<file path="src/rtl/simon_data_in_block.sv">
// SIMON packet input block: splits incoming packets into data blocks and keys.
// Optional sequence check of the count byte: define SIMON_DATAIN_SEQCHK_EN.
module simon_data_in_block #(
    parameter int N = 32,
    parameter int M = 4
) (
    input  logic                        clk,
    input  logic                        nR,
    input  logic                        newPKT,
    input  logic                        loadDATA,
    input  logic                        loadKEY,
    input  logic [8*(2+N/2)-1:0]        in,
    output logic                        loadPKT,
    output logic                        donePKT,
    output logic                        newKEY,
    output logic                        newDATA,
    output logic [7:0]                  infoIN,
    output logic [7:0]                  countIN,
    output logic [1:0][N-1:0]           inDATA,
    output logic [M-1:0][N-1:0]         KEY
);

    localparam logic [2:0] S_IDLE   = 3'd0;
    localparam logic [2:0] S_LOAD   = 3'd1;
    localparam logic [2:0] S_WAIT_D = 3'd2;
    localparam logic [2:0] S_WAIT_K = 3'd3;
    localparam logic [2:0] S_HOLD   = 3'd4;

    logic [2:0]     r_state;
    logic [4*N-1:0] r_payload;
    logic           w_seq_ok;
    logic           w_is_data;
    logic           w_is_key;

`ifdef SIMON_DATAIN_SEQCHK_EN
    logic [7:0] r_exp_cnt;

    assign w_seq_ok = (countIN == r_exp_cnt);

    // Expected packet count, advanced by every packet accepted in LOAD
    always_ff @(posedge clk or negedge nR) begin
        if (!nR) begin
            r_exp_cnt <= 8'd0;
        end else if (r_state == S_LOAD && (w_is_data || w_is_key)) begin
            r_exp_cnt <= r_exp_cnt + 8'd1;
        end
    end
`else
    assign w_seq_ok = 1'b1;
`endif

    assign w_is_data = w_seq_ok && (infoIN[1:0] == 2'b01);
    assign w_is_key  = w_seq_ok && (infoIN[1:0] == 2'b10);

    // Packet FSM with registered pulse and payload outputs
    always_ff @(posedge clk or negedge nR) begin
        if (!nR) begin
            r_state   <= S_IDLE;
            r_payload <= '0;
            loadPKT   <= 1'b0;
            donePKT   <= 1'b0;
            newKEY    <= 1'b0;
            newDATA   <= 1'b0;
            infoIN    <= 8'd0;
            countIN   <= 8'd0;
            inDATA    <= '0;
            KEY       <= '0;
        end else begin
            loadPKT <= 1'b0;
            donePKT <= 1'b0;
            newKEY  <= 1'b0;
            newDATA <= 1'b0;
            case (r_state)
                S_IDLE: begin
                    if (newPKT) begin
                        infoIN    <= in[7:0];
                        countIN   <= in[15:8];
                        r_payload <= in[8*(2+N/2)-1:16];
                        loadPKT   <= 1'b1;
                        r_state   <= S_LOAD;
                    end
                end
                S_LOAD: begin
                    if (w_is_data) begin
                        r_state <= S_WAIT_D;
                    end else if (w_is_key) begin
                        r_state <= S_WAIT_K;
                    end else begin
                        donePKT <= 1'b1;
                        r_state <= S_HOLD;
                    end
                end
                S_WAIT_D: begin
                    if (loadDATA) begin
                        inDATA[0] <= r_payload[N-1:0];
                        inDATA[1] <= r_payload[2*N-1:N];
                        newDATA   <= 1'b1;
                        donePKT   <= 1'b1;
                        r_state   <= S_HOLD;
                    end
                end
                S_WAIT_K: begin
                    if (loadKEY) begin
                        for (int i = 0; i < M; i++) begin
                            KEY[i] <= r_payload[i*N +: N];
                        end
                        newKEY  <= 1'b1;
                        donePKT <= 1'b1;
                        r_state <= S_HOLD;
                    end
                end
                S_HOLD: begin
                    if (!newPKT) begin
                        r_state <= S_IDLE;
                    end
                end
                default: begin
                    r_state <= S_IDLE;
                end
            endcase
        end
    end

endmodule

</file>
<file path="config.mk">
export PLATFORM = sky130hd
export DESIGN_NAME = simon_data_in_block
export DESIGN_NICKNAME = d
export VERILOG_FILES = /design/src/rtl/simon_data_in_block.sv
export SDC_FILE = /design/constraint.sdc
export NUM_CORES = 1
export LEC_CHECK = 0
export BUFFER_PORTS_ARGS = -buffer_cell sky130_fd_sc_hd__buf_2
export CORE_MARGIN = 4
export CORE_UTILIZATION = 30
export CTS_BUF_LIST = sky130_fd_sc_hd__clkbuf_16
export DETAILED_ROUTE_END_ITERATION = 7
export PLACE_DENSITY_LB_ADDON = 0.12
export SYNTH_ARGS = -nofsm -noshare
export SYNTH_HDL_FRONTEND = slang
export SYNTH_SLANG_ARGS = --single-unit
</file>
<file path="constraint.sdc">
create_clock -name clk -period 1.9 [get_ports clk]
set_input_delay 0.095 -clock clk [delete_from_list [all_inputs] [get_ports clk]]
set_output_delay 0.095 -clock clk [all_outputs]
set_load 0.005 [all_outputs]
</file>
# Word-level counts from Yosys, hierarchy flattened
# Index checks and enable logic that the tools add are counted.
dict set report classes {
  addsub 0
  n_mul 0
  div 0
  magnitude_cmp 0
  n_eq_ne 10
  n_shift 0
  muxes 16
  n_bitwise 0
  reduce_logical 5
}
# cell n
set ops {}
lappend ops {{2-to-1 mux 3 bit} 6}
lappend ops {{one-hot mux 3 bit (5 select lines)} 1}
lappend ops {{2-to-1 mux 1 bit} 8}
lappend ops {{!= test 2 bit (second input constant)} 4}
lappend ops {{== test 3 x 2 -> 1 bit (second input constant)} 2}
lappend ops {{AND reduction 2 bit} 3}
lappend ops {{AND reduction 4 bit} 1}
lappend ops {{== test 3 x 1 -> 1 bit (second input constant)} 1}
lappend ops {{== test 3 bit (second input constant)} 1}
lappend ops {{logical NOT 3 bit} 1}
lappend ops {{one-hot mux 1 bit (3 select lines)} 1}
lappend ops {{== test 2 x 1 -> 1 bit (second input constant)} 1}
lappend ops {{== test 2 bit (second input constant)} 1}
dict set report word_totals {
  reg_bits 343
  latch_bits 0
  ramBits 0
  mem_bits_ro 0
  input_bits 149
  out_inout_bits 212
  memories 0
}

# Longest topological paths before layout
# Gate-level depths: netlist of run 1.
dict set report depth {
  depth_word 4
  mapped_depth 6
  mapped_depth_nobuf 5
}

# Worst setup path after synthesis of run 1
# Ideal clock, no wire load.
dict set report synth_timing {
  path_type {register to register}
  startpoint {register r_state[0]}
  endpoint {register countIN[3]}
  t_arrival_ns 1.467
  setup_slack_ns 0.305
  stages_incl_launch_ff 6
  n_path_buf 3
  synth_period_minus_slack_ns 1.595
  cell_sequence {dfrtp_1 -> buf_6 -> nor4b_4 -> buf_6 -> buf_12 -> mux2_1}
}
dict set report synth_between {
  elab_chain_len 2
}
# element line_no
set synth_rtl {}
lappend synth_rtl {{from (decl)} 29} ;# logic [2:0] r_state;
lappend synth_rtl {{from (signal assigned)} 58} ;# r_state <= S_IDLE;
lappend synth_rtl {{from (signal assigned)} 80} ;# r_state <= S_LOAD;
lappend synth_rtl {{from (signal assigned)} 85} ;# r_state <= S_WAIT_D;
lappend synth_rtl {{logical NOT 3 bit} 73} ;# case (r_state)
lappend synth_rtl {{AND reduction 2 bit (no source line)} n/a}
lappend synth_rtl {{to (signal assigned)} 77} ;# countIN <= in[15:8];
lappend synth_rtl {{to (decl)} 18} ;# output logic [7:0] countIN,
# No other way between the ends.
# A chain may end at the register's enable or synchronous reset.

# Worst setup path in the final report of run 1
dict set report layout_timing {
  startpoint {register r_state[2]}
  endpoint {register r_payload[72]}
}
dict set report layout_between {
  elab_chain_len 2
}
# element line_no
set layout_rtl {}
lappend layout_rtl {{logical NOT 3 bit} 73}
lappend layout_rtl {{AND reduction 2 bit (no source line)} n/a}
lappend layout_rtl {{to (signal assigned)} 78} ;# r_payload <= in[8*(2+N/2)-1:16];
lappend layout_rtl {{to (decl)} 30} ;# logic [4*N-1:0] r_payload;
# No other way between the ends.

==> results of run 1 <==
[power by group through the flow]
stage          sequential, mW  clock, mW  combinational (mW)
3_5_place_dp             13.0          0                8.11
5_1_grt                  13.4       7.38                9.06
3_3_place_gp             12.9          0                7.97
6_report                 12.8       6.75                8.18
2_1_floorplan            12.8          0                4.35
4_1_cts                  12.9       7.07                8.37
[worst max-delay path, delay by kind of cell, from the launching register on]
kind                   cells  cell delay (ns)
flip-flops                 1             0.48
multiplexers               1             0.36
AND/OR/NAND/NOR            1             0.33
buffers and inverters      2             0.48
[kinds of logic after synthesis]
| family | Yosys count |
|---|---|
| adders and majority gates | 1 |
| DFF | 343 |
| buffers and inverters | 43 |
| AOI/OAI and AO/OA | 8 |
| and+or+nand+nor | 8 |
| muxes | 336 |
[cells in the mapped netlist (all sizes together)]
| cell | n | share of area |
|---|---|---|
| a211oi | 2 | 0.0012 |
| a21oi | 4 | 0.0015 |
| a41o | 1 | 0.00077 |
| buf | 39 | 0.033 |
| dfrtp | 343 | 0.66 |
| ha | 1 | 0.00097 |
| inv | 4 | 0.0012 |
| mux2 | 335 | 0.29 |
| mux2i | 1 | 0.00077 |
| nand2 | 2 | 0.00058 |
| nand4b | 1 | 0.00068 |
| nor2 | 1 | 0.00029 |
| nor2b | 1 | 0.00048 |
| nor3 | 1 | 0.00077 |
| nor3b | 1 | 0.00058 |
| nor4b | 1 | 0.0018 |
| o21ai | 1 | 0.00039 |
[layout make-up]
cell class	instances	share of cell area
Clock buffer	39	0.0538
Multi-Input combinational cell	353	0.216
Clock inverter	29	0.00828
Inverter	4	0.000828
Sequential cell	343	0.474
Tap cell	577	0.0398
Timing Repair Buffer	540	0.207
[flip-flops by register name, indices dropped and copies added, names as in the netlist]
name,count
KEY,128
r_payload,128
inDATA,64
countIN,8
infoIN,8
r_state,3
donePKT,1
loadPKT,1
newDATA,1
newKEY,1
[timing repair]
item	in CTS	in global routing
gates resized for setup	0	1
endpoints found under the setup margin	0	1
hold buffers	148	0
hold endpoints to repair	341	0
[worst max-delay path by stage]
stage                     from            end  slack, ns  depth (start not counted)
floorplan           r_state[0]     countIN[3]       0.31                          5
global placement    r_state[2]      infoIN[7]       0.13                          4
detailed placement  r_state[2]     countIN[0]       0.11                          4
CTS                 r_state[2]      infoIN[3]       0.11                          4
global route        r_state[2]  r_payload[76]      0.004                          4
finish              r_state[2]  r_payload[72]       0.11                          4
[through the flow]
stage	util	instances	power, mW	setup WS (ns)	hold WS [ns]
floorplan	-	739	17.1	0.305	-0.201
global placement	0.366	1668	20.9	0.130	0.110
detailed placement	0.366	1668	21.1	0.110	0.114
CTS	0.427	1884	28.3	0.107	0.122
global route	0.428	1885	29.8	0.00355	0.157
finish	0.428	1885	27.8	0.106	0.132
[per-layer routing]
metal / up-vias / part of all wire
li1: 3695 / -
met1: 4104 / 0.44
met2: 249 / 0.46
met3: 43 / 0.078
met4: 0 / 0.024
met5: - / 0
==> impl_metrics.toml, run 1 <==
[run_status]
status = "complete, no violations"

[timing]
rsz0062_at_grt = "no"
drv_slew = 0
fmax_mhz = 557
skew_ns = 0.0122
slew_headroom = 0.628
setup_viol = 0
period_needed_ns = 1.79
fin_tns_setup_ns = 0
fin_crit_sh = 0.944
tightest_slew_ns = 0.558
hold_violations = 0

[worst_setup_path]
r2r-start = "r_state[2]"
r2r-end = "r_payload[72]"
arrival_ns = 2.19
reg2reg_slack_ns = 0.11
slowest_delay_ns = 0.48
path_cells = "nor4b_4, buf_4, buf_12, mux2_1"
required_ns = 2.30
start_kind = "flop"
path_max_fanout = 28
endpoint_kind = "flop"
crit_slowest_cell = "dfrtp_1"
worst_r2r_path_depth = 4
worst-setup-path-type = "flop to flop"

[die]
die_height_um = 216
die_w_um = 216
coreArea_um2 = 42300
die_area_um2 = 46500
rows = 75
pin_count = 361
initial_utilization = 0.306

[routing]
avgViaCountPerCell = 4.29
drc = 0
routed_wl_mm = 32.8
drt-initial-drc-count = 296
dr_total_vias = 8091
first_pass_iters = 4
antenna_left = 0
wire_per_inst_um = 17.4

[yosys]
synth_xor_area_frac = 0
syn_area_per_cell_um2 = 17.5
synth_nets = 889
synth_compound_area_frac = 0.00387
yosysSeqAreaShare = 0.664
syn_inst = 739
yosys.area_share.adder = 0.000967
syn_area_um2 = 12900
synth-seq-cells = 343
yosys.area_share.simple = 0.00522
synth_top_family_by_area = "multiplexers"
ys_warn_count = 0
yosysUniqueCellTypes = 21
muxShareOfSynthArea = 0.292

[global_routing]
top_usage_layer = "met2"
grt_start_max_net_pins = 62
grt_usage = 0.140
grt_overflow_total = 0
antenna_found_initial = 0
use_met2 = 0.218
grt_pass1_wl_mm = 52.3
grt_pass1_vias = 9048
grt_util_met3 = 0.0467
use_met1 = 0.184

[pwr]
power.switching_mw = 8.12
clkPwrFrac = 0.243
ir_worst_vdd_uv = 737
p_int_mw = 19.6
p_per_area_nw_per_um2 = 1530
p_seq_frac = 0.462
comb_power_share = 0.295
leakagePower_nw = 8.76
switching_share = 0.293

[finish]
final_cell_mix = "buf_2, dfrtp_1, mux2_2"
fin_nets = 1431
drive_gt1_frac = 0.489
fill_cells = 3932
diodes = 0
seq_area_um2 = 8580
multi_input_area_um2 = 3920
final_area_um2 = 18100
layout_commonest_cell = "buf_2"
syn2layout_area_growth_pct = 40.1

[placement]
numPortBuffers = 360
gp_congestion = 0.709
dp_hpwl_mm = 21.8
placed_area_um2 = 15500

[cts]
clk_path_buf_depth = 3
cts_tree = "built"
cts-root-buf = "clkbuf_16"
cts.sinks = 343
htree_levels = 2
numCtsBuffers = 39
clk_pin_slew_worst_paths_ns = 0.06
clk-insertion-delay-late_ns = 0.53
cts_setup_buffers = 0

[worst_hold_path]
hp-class = "primary input to asynchronous set/reset pin"

[flow_run]
maxCapViolations = 0
(Power assumes the default switching activity.)
==> run 2: changes to the inputs <==
CORE_MARGIN = 2   (was 4)
==> run 2 against run 1 <==
  * Register-to-register slack improved by 0.05 ns
  * Highest routed layer unchanged
  * Utilization decreased by 0.098 points
  * Combinational power about the same
==> impl_metrics.toml, run 2 (same netlist as run 1, synthesis figures left out) <==
[timing]
setup_viol = 0
fin_crit_sh = 0.917
tightest_slew_ns = 0.479
fin_tns_setup_ns = 0
setup_slack_ns = 0.158
hold_violations = 0
fmax_mhz = 574
drv_slew = 0
rsz0062_at_grt = "no"
slew_headroom = 0.680
period_needed_ns = 1.74
whs_ns = 0.0811
skew_ns = 0.0114

[routing]
dr_total_vias = 8089
wire_per_inst_um = 17.0
drc = 0
first_pass_iters = 4
routed_wl_mm = 31.6
drt-initial-drc-count = 247
avgViaCountPerCell = 4.35
antenna_left = 0

[worst_setup_path]
start_kind = "flop"
arrival_ns = 2.15
slowest_delay_ns = 0.45
critPathTopFamily = "flip-flops"
required_ns = 2.31
path_cells = "nor4b_4, buf_4, buf_12, mux2_2"
worst-setup-path-type = "flop to flop"
crit_slowest_cell = "dfrtp_1"
path_max_fanout = 35
endpoint_kind = "flop"
cp_num_buf_inv = 2

[global_routing]
grt_usage = 0.142
grt_pass1_vias = 8850
antenna_found_initial = 0
grt_overflow_total = 0
grt_start_max_net_pins = 53
use_met1 = 0.185
grt_util_met3 = 0.0463
grt_pass1_wl_mm = 49.7
use_met2 = 0.229
top_usage_layer = "met2"

[finish]
final_cell_mix = "buf_2, dfrtp_1, mux2_2"
drive_gt1_frac = 0.495
multi_input_area_um2 = 3920
seq_area_um2 = 8580
diodes = 0
final_area_um2 = 18300
finish.utilization = 0.427
fin_cells = 1858
reg_top3 = "KEY: 128 flops, r_payload: 128 flops, inDATA: 64 flops"
layout_commonest_cell = "buf_2"
fin_nets = 1437
syn2layout_area_growth_pct = 41.3
fill_cells = 4036

[cts]
numCtsBuffers = 39
cts-root-buf = "clkbuf_16"
clk_path_buf_depth = 3
post_cts_resized = 0
clk-insertion-delay-late_ns = 0.54
clk_pin_slew_worst_paths_ns = 0.06
cts_setup_buffers = 0
cts_tree = "built"
cts.sinks = 343
htree_levels = 2

[die]
die_height_um = 212
rows = 76
initial_utilization = 0.302
pin_count = 361
die_w_um = 212
coreArea_um2 = 42800
die_area_um2 = 44800

[run_status]
status = "complete, no violations"

[worst_hold_path]
hp-class = "primary input to asynchronous set/reset pin"

[placement]
dp.cells = 1644
numPortBuffers = 360
gp_congestion = 0.690
placed_area_um2 = 15600
dp_slack_ns = 0.130
dp_hpwl_mm = 21.7

[pwr]
p_per_area_nw_per_um2 = 1550
ir_worst_vdd_uv = 685
leakagePower_nw = 8.84
p_total_mw = 28.3

[flow_run]
maxCapViolations = 0
## run 2: changes by cell type in the layout (fill, tap and decap cells not counted), moves of 2 or more
cell        change
buf_12          +6
buf_4           +2
bufinv_16       +3
clkinv_1        -3
clkinvlp_4      +2
inv_1           -4
## run 2: layout make-up
| type | count | share of cell area |
|---|---|---|
| multi-input cells | 353 | 0.214 |
| clock inverters | 25 | 0.0118 |
| inverters | 4 | 0.000821 |
| repair buffers | 546 | 0.210 |
| well taps | 546 | 0.0374 |
| flip-flops and latches | 343 | 0.469 |
| clock buffers | 41 | 0.0561 |
## run 2: path summary, 6_finish.rpt
check | startpoint | endpoint | slack (ns) | cells past startpoint
setup / recovery | r_state[2] | countIN[1] | 0.16 | 4
hold reg to reg | r_payload[107] | r_payload[107] | 0.48 | 1
hold / removal | nR | r_payload[71] | 0.08 | 2
min in group clk | in[29] | r_payload[13] | 0.30 | 3
setup reg to reg | r_state[2] | countIN[1] | 0.16 | 4
max in group asynchronous | nR | KEY[31] | 1.12 | 3
## run 2: repair_timing
action	4_1_cts	5_1_grt
endpoints found under the setup margin	0	0
hold buffers	148	0
endpoints found under the hold margin	491	0
## run 2: where the power goes
part | total, mW | leakage [nW] | internal [mW] | switching, mW
logic | 8.18 | 4.00 | 4.88 | 3.30
registers | 12.8 | 4.21 | 11.0 | 1.83
clock network | 7.35 | 0.622 | 4.41 | 2.94
## run 2: worst register-to-register path: stages, from the launching register on
cell and delay, ns:
dfrtp_1 0.45, nor4b_4 0.38, buf_4 0.19, buf_12 0.22
mux2_2 0.39
## run 2: metal layers
layer	vias to the layer above	wire [um]
met5	-	0
met3	45	2030
li1	3708	-
met1	4113	14100
met4	0	623
met2	223	14800
==> run 3: changes to the inputs <==
PLACE_DENSITY_LB_ADDON = 0.3   (was 0.12)
SLEW_MARGIN = 20   (was not set)
==> run 3 against run 2 <==
  * Clock power decreased by 9.7%
  * Register-to-register slack barely moved
  * Wire length down 3.5%
  * Sequential share of layout area grew 0.53 points
  * Non-clock buffer count decreased by 3
  * Die area did not move
==> impl_metrics.toml, run 3 (same netlist as run 1, synthesis figures left out) <==
[worst_setup_path]
worst_r2r_path_depth = 4
startpoint = "r_state[1]"
r2r-start = "r_state[1]"
crit_slowest_cell = "dfrtp_1"
path_cells = "nor4b_4, buf_4, buf_12, mux2_1"
slowest_delay_ns = 0.48
endpoint_kind = "flop"
worst-setup-path-type = "flop to flop"
r2r-end = "r_payload[73]"
arrival_ns = 2.16
required_ns = 2.30
path_max_fanout = 29
reg2reg_slack_ns = 0.15
start_kind = "flop"

[routing]
first_pass_iters = 4
antenna_left = 0
wire_per_inst_um = 16.4
drt-initial-drc-count = 309
routed_wl_mm = 30.5
dr_total_vias = 8046
drc = 0
avgViaCountPerCell = 4.34

[die]
rows = 76
die_w_um = 212
die_area_um2 = 44800
pin_count = 361
coreArea_um2 = 42800
die_height_um = 212
initial_utilization = 0.302

[global_routing]
grt_start_max_net_pins = 83
use_met2 = 0.235
antenna_found_initial = 1
grt_usage = 0.137
grt_util_met3 = 0.0473
use_met1 = 0.160
grt_overflow_total = 0
grt_pass1_vias = 9165
top_usage_layer = "met2"
grt_pass1_wl_mm = 48.4

[timing]
fmax_mhz = 571
drv_slew = 0
tightest_slew_ns = 0.446
rsz0062_at_grt = "no"
hold_violations = 0
fin_tns_setup_ns = 0
period_needed_ns = 1.75
slew_headroom = 0.702
skew_ns = 0.0194
fin_crit_sh = 0.922
setup_viol = 0

[pwr]
leakagePower_nw = 8.77
ir_worst_vdd_uv = 922
p_per_area_nw_per_um2 = 1530

[finish]
fill_cells = 3953
fin_nets = 1433
reg_top3 = "KEY: 128 flops, r_payload: 128 flops, inDATA: 64 flops"
layout_commonest_cell = "buf_2"
finish.utilization = 0.422
final_cell_mix = "buf_2, dfrtp_1, mux2_2"
multi_input_area_um2 = 3920
drive_gt1_frac = 0.488
syn2layout_area_growth_pct = 39.7
seq_area_um2 = 8580

[cts]
htree_levels = 2
clk_pin_slew_worst_paths_ns = 0.06
clk_path_buf_depth = 3
clk-insertion-delay-late_ns = 0.54
cts-root-buf = "clkbuf_16"
numCtsBuffers = 38
cts_tree = "built"
cts_setup_buffers = 0
cts.sinks = 343

[run_status]
status = "complete, no violations"

[placement]
dp_hpwl_mm = 20.5
numPortBuffers = 360
gp_congestion = 0.696

[flow_run]
maxCapViolations = 0

[worst_hold_path]
hp-class = "primary input to asynchronous set/reset pin"
==> run 3: cell types whose count changed in the layout (fill, tap and decap cells not counted), moves of 3 or more <==
cell        change
clkinvlp_4      -3
bufinv_16       -4
inv_1           +6
buf_12          -5
==> run 3: routing by layer <==
layer / vias to the layer above / routed length [um]
li1: 3685 / -
met3: 47 / 2100
met4: 0 / 754
met2: 224 / 15000
met1: 4090 / 12600
met5: - / 0
==> run 3: worst max path at each step <==
stage,endpoint,slack (ns),cells after the start
CTS,r_payload[73],0.14,4
global placement,r_payload[70],0.17,4
floorplan,countIN[3],0.31,5
detailed placement,r_payload[52],0.16,4
global route,r_payload[73],0.04,4
finish,r_payload[73],0.15,4
==> run 3: what timing repair did <==
item | CTS | global route
setup endpoints to repair | 0 | 0
resized for setup | 0 | 0
hold buffers | 149 | 0
hold endpoints to repair | 426 | 0
==> run 3: area by class of cell <==
type                    instances  area share
inverters                       4    0.000831
repair buffers                543       0.208
flip-flops and latches        343       0.475
clock buffers                  41      0.0568
multi-input cells             353       0.217
clock inverters                23     0.00498
diodes                          1    0.000138
well taps                     546      0.0378
==> run 3: metrics by stage <==
step                hold WS, ns  instances  worst slack [ns]  cell area (um2)  power [mW]
finish                   0.0629       1854             0.147            18100        27.6
global route             0.0657       1854            0.0378            18100        29.6
CTS                      0.0492       1853             0.139            18100        28.1
detailed placement       0.0311       1640             0.161            15500        21.0
global placement         0.0254       1640             0.173            15500        20.7
floorplan                -0.201        739             0.305            12900        17.1
==> run 3: worst max-delay path, delay by kind of cell, from the launching register on <==
| kind | cells | cell delay (ns) |
|---|---|---|
| DFF | 1 | 0.48 |
| buffers and inverters | 2 | 0.44 |
| muxes | 1 | 0.35 |
| and+or+nand+nor | 1 | 0.33 |
==> run 3: report_power, final <==
group	internal (mW)	switching, mW
clock	3.84	2.81
sequential	11.0	1.85
combinational	4.85	3.31
total	19.6	7.97
